==> config.mk <==
export PLATFORM = sky130hd
export DESIGN_NAME = plru_victim_select
export DESIGN_NICKNAME = d
export VERILOG_FILES = /design/src/rtl/plru_victim_select.sv
export SDC_FILE = /design/constraint.sdc
export NUM_CORES = 1
export LEC_CHECK = 0
export CORE_UTILIZATION = 40
export CTS_CLUSTER_DIAMETER = 200
export DETAILED_ROUTE_END_ITERATION = 10
export HOLD_SLACK_MARGIN = 0.12
export PLACE_DENSITY = 0.52
export SETUP_SLACK_MARGIN = 0.5
export SYNTH_ARGS = -nofsm -noshare
export SYNTH_HDL_FRONTEND = slang
export SYNTH_SLANG_ARGS = --single-unit
==> constraint.sdc <==
create_clock -name clk -period 2.85 [get_ports clk]
set_input_delay 0.57 -clock clk [delete_from_list [all_inputs] [get_ports clk]]
set_output_delay 0.57 -clock clk [all_outputs]
set_load 0.05 [all_outputs]
==> src/rtl/plru_victim_select.sv <==
// Per-set tree pseudo-LRU victim select: 1-cycle registered response, no backpressure (accepts every request).
// Optional PLRU_AUTO_TOUCH_EN: each victim request also marks the chosen way MRU in its set.
module plru_victim_select #(
  parameter int LOG_WAYS = 2,
  parameter int LOG_SETS = 6
) (
  input  logic                clk,
  input  logic                reset,
  input  logic                touch_valid,
  input  logic [LOG_SETS-1:0] touch_set,
  input  logic [LOG_WAYS-1:0] touch_way,
  input  logic                victim_req,
  input  logic [LOG_SETS-1:0] victim_set,
  input  logic [2**LOG_WAYS-1:0] way_valid,
  output logic                victim_valid,
  output logic [LOG_WAYS-1:0] victim_way,
  output logic                victim_invalid
);

  localparam int WAYS  = 2**LOG_WAYS;
  localparam int SETS  = 2**LOG_SETS;
  localparam int NODES = WAYS - 1;
  localparam int NW    = LOG_WAYS + 1;

`ifdef PLRU_AUTO_TOUCH_EN
  localparam bit AUTO = 1'b1;
`else
  localparam bit AUTO = 1'b0;
`endif

  typedef logic [NODES-1:0] tree_t;

  // Point every node on the root-to-way path away from that way.
  function automatic tree_t touch_path(input tree_t t, input logic [LOG_WAYS-1:0] way);
    tree_t               r;
    logic [NW-1:0]       node;
    logic [LOG_WAYS-1:0] w;
    r    = t;
    node = '0;
    w    = way;
    for (int l = 0; l < LOG_WAYS; l++) begin
      for (int n = 0; n < NODES; n++) begin
        if (node == NW'(n)) r[n] = ~w[LOG_WAYS-1];
      end
      node = {node[NW-2:0], 1'b0} + NW'(1) + NW'(w[LOG_WAYS-1]);
      w    = w << 1;
    end
    return r;
  endfunction

  // The bits followed from root to leaf spell out the way index, MSB first.
  function automatic logic [LOG_WAYS-1:0] plru_way(input tree_t t);
    logic [NW-1:0]       node;
    logic [LOG_WAYS-1:0] w;
    logic                b;
    node = '0;
    w    = '0;
    for (int l = 0; l < LOG_WAYS; l++) begin
      b = 1'b0;
      for (int n = 0; n < NODES; n++) begin
        if (node == NW'(n)) b = t[n];
      end
      w    = (w << 1) | LOG_WAYS'(b);
      node = {node[NW-2:0], 1'b0} + NW'(1) + NW'(b);
    end
    return w;
  endfunction

  tree_t               tree [SETS];
  tree_t               vic_tree;
  tree_t               auto_tree;
  tree_t               touch_base;
  tree_t               touch_tree;
  logic                all_valid;
  logic [LOG_WAYS-1:0] inv_way;
  logic [LOG_WAYS-1:0] sel_way;

  always_comb begin
    inv_way = '0;
    for (int i = WAYS - 1; i >= 0; i--) begin
      if (!way_valid[i]) inv_way = LOG_WAYS'(i);
    end
  end

  assign vic_tree  = tree[victim_set];
  assign all_valid = &way_valid;
  assign sel_way   = all_valid ? plru_way(vic_tree) : inv_way;
  assign auto_tree = touch_path(vic_tree, sel_way);

  // Explicit touch is layered on top of the auto-touch so its path nodes win.
  assign touch_base = (AUTO && victim_req && (victim_set == touch_set)) ? auto_tree
                                                                         : tree[touch_set];
  assign touch_tree = touch_path(touch_base, touch_way);

  always_ff @(posedge clk) begin
    if (reset) begin
      for (int s = 0; s < SETS; s++) tree[s] <= '0;
      victim_valid   <= 1'b0;
      victim_way     <= '0;
      victim_invalid <= 1'b0;
    end else begin
      victim_valid <= victim_req;
      if (victim_req) begin
        victim_way     <= sel_way;
        victim_invalid <= ~all_valid;
      end
      if (AUTO && victim_req) tree[victim_set] <= auto_tree;
      if (touch_valid)        tree[touch_set]  <= touch_tree;
    end
  end

endmodule

==> out/metrics.csv <==
metric,value,unit
status,completed,
hold_path_class,reg -> reg,
end_kind,flop,
yosys.area.top_type_share,0.545,
dp_hpwl,16900,µm
grt_pass1_wl,40300,µm
clockPowerShare,0.359,
dieArea,27100,µm²
syn2layout_area_growth,11.9,%
syn_inst,918,
synthFlopType,edfxtp_1,
synth_area_leaders,"edfxtp_1, mux4_2, a31o_2, nor2_1, nand2b_1",
vdd_ir_drop_max,0.000278,V
synth_top_family_by_area,simple AND/OR/NAND/NOR gates,
drive_gt1_frac,0.271,
overflow,0,
cts-root-buf,clkbuf_16,
synth_nets,940,
m1WireLength,11700,µm
ys_ff_latch,196,
numPlacedInstances,1225,
cp.required,3.19,ns
die_h,165,µm
r2r_cells,6,
seq_area_frac_synth,0.553,
route.met2.wl,12600,µm
hold_path_depth,2,
drtAntennaViolNets,0,
cts_buffer_depth,2,
worstMarginPinSlew,0.767,ns
drtIter0Drc,542,
cts.sinks,196,
worst_slack,0.550,ns
ctsResizeCount,1,
fin_cells,1257,
hold_buffers,0,
critPathMaxStageDelay,0.51,ns
internal-power,4.77,mW
setup_tns,0,ns
routed.top_layer,met4,
cts.htree.levels,4,
synthAdderAreaFrac,0,
synth_most_common_cell,edfxtp_1,
ios,26,
ys_warn_count,0,
synth_xor_area_frac,0,
place_congestion,0.959,
seqPwrFrac,0.528,
max_freq,435,MHz
synth_cell_type_count,55,
yosys.area_share.simple,0.214,
ys_async_sr_fraction,0,
grt_pass1_vias,7008,
synthMuxAreaShare,0.106,
synth_common_cells,"edfxtp_1, nor2_1, nand2_1, nand2b_1, nor3_1",
post-route-drc-count,0,
rows,59,
maxSlewViolCount,0,
crit_chain,clkdlybuf4s50_1 -> buf_12 -> nand2b_1 -> o22ai_1 -> nor3_1 -> and4bb_1 -> o221ai_1 -> a311oi_1,
drtPass1Iterations,5,
hold_viol_final,0,
p_total,6.35,mW
fin_hold_ws,0.520,ns
clk_pin_slew_worst_paths,0.07,ns
power.switching,1.58,mW
setup_viol,0,
initial_utilization,0.407,
die_w,165,µm
core_area,26000,µm²
drv_cap,0,
vias,7219,
combPwrFrac,0.113,
synth_top_cell_by_area,edfxtp_1,
fin_crit_sh,0.807,
cp_max_fo,24,
clock_skew,0.00934,ns
synth-compound-area-share,0.0841,
swShare,0.249,
crit_slowest_cell,clkdlybuf4s50_1,
grtUsageTotal,0.203,
antenna_found_initial,0,
final_util,0.455,
worstPathArrival,2.64,ns
syn-cell-area,10600,µm²
wl,25900,µm
wl_per_cell,20.6,µm
max-slew-margin-rel,0.489,
design_area,11800,µm²
dp_slack,0.00342,ns
postCtsSetupRepairBufs,0,
grt_max_degree,197,
start_kind,input port,
powerDensity,537,nW/µm²
insertion_delay,0.43,ns
dr_wl_met3,1160,µm
n_antenna_cell,0,
fin_crit,2.30,ns
viasPerCell,5.74,
leakagePower,4.06,nW
nNetsFinal,931,
cts_made_buffers,17,
port_buffers,25,
rsz0062_at_grt,no,
syn_area_per_cell,11.5,µm²
r2r_setup_slack,0.83,ns
cts_tree,done,
synth_edf_count,192,
place_area,11300,µm²
path_class,in -> reg,
final timing paths:
check / from / to
worst max-delay path: victim_set[2] / victim_way[0]
worst min-delay path: victim_invalid / victim_invalid
worst max register to register: tree[2][0] / victim_way[0]
worst min register to register: victim_invalid / victim_invalid
final cells by class:
type                       instances  area (µm²)
multi-input combinational        625        4280
clock inverter                    14         119
tap                              335         419
timing repair buffer              67         727
inverter                           2        7.51
sequential                       196        5850
clock buffer                      18         429
fill                            2374       14200
cells in the final DEF (no fill, tap or decap), drive strengths merged, types with 2 or more instances in the layout:
cell type	Yosys	layout
a21oi	3	3
o21ai	2	2
nor2b	7	7
mux2	5	5
mux2i	20	20
clkinv	0	7
nor3b	6	6
nand2	79	79
nor2	140	140
a31o	64	64
inv	2	8
nand2b	71	71
nand4	2	2
clkbuf	67	18
or3	2	2
dfxtp	4	4
nand3	2	2
mux4	37	37
o221ai	2	2
and2	3	3
buf	28	47
a22oi	20	20
edfxtp	192	192
clkdlybuf4s50	0	20
o22ai	4	4
a211oi	4	4
nor3	73	73
or2	64	64
flip-flops by register name, indices dropped and copies added, names as in the netlist:
name and flops:
victim_valid 1, victim_way 2, victim_invalid 1, tree 192
per-layer routing:
layer,vias to the layer above,global-route usage
met5,-,0
met2,200,0.331
met1,3666,0.279
met4,0,0.0580
li1,3333,-
met3,20,0.0331
cells by family after synthesis:
logic type / count (synthesis)
muxes: 62
and+or+nand+nor: 456
buffers and inverters: 97
AOI/OAI and AO/OA: 107
DFF: 196
critical path: cells and delay by family:
kind                   cells  cell delay [ns]
AO/OA/AOI/OAI              3             0.51
buffers and inverters      2             0.70
AND/OR/NAND/NOR            3             0.84
power groups by stage:
stage          sequential (mW)  clock, mW  combinational [mW]
2_1_floorplan             3.40          0               0.501
3_3_place_gp              3.42          0               0.707
3_5_place_dp              3.42          0               0.723
4_1_cts                   3.36       2.31               0.725
5_1_grt                   3.37       2.43               0.774
6_report                  3.35       2.28               0.718
Power figures use the tool's default switching activity.
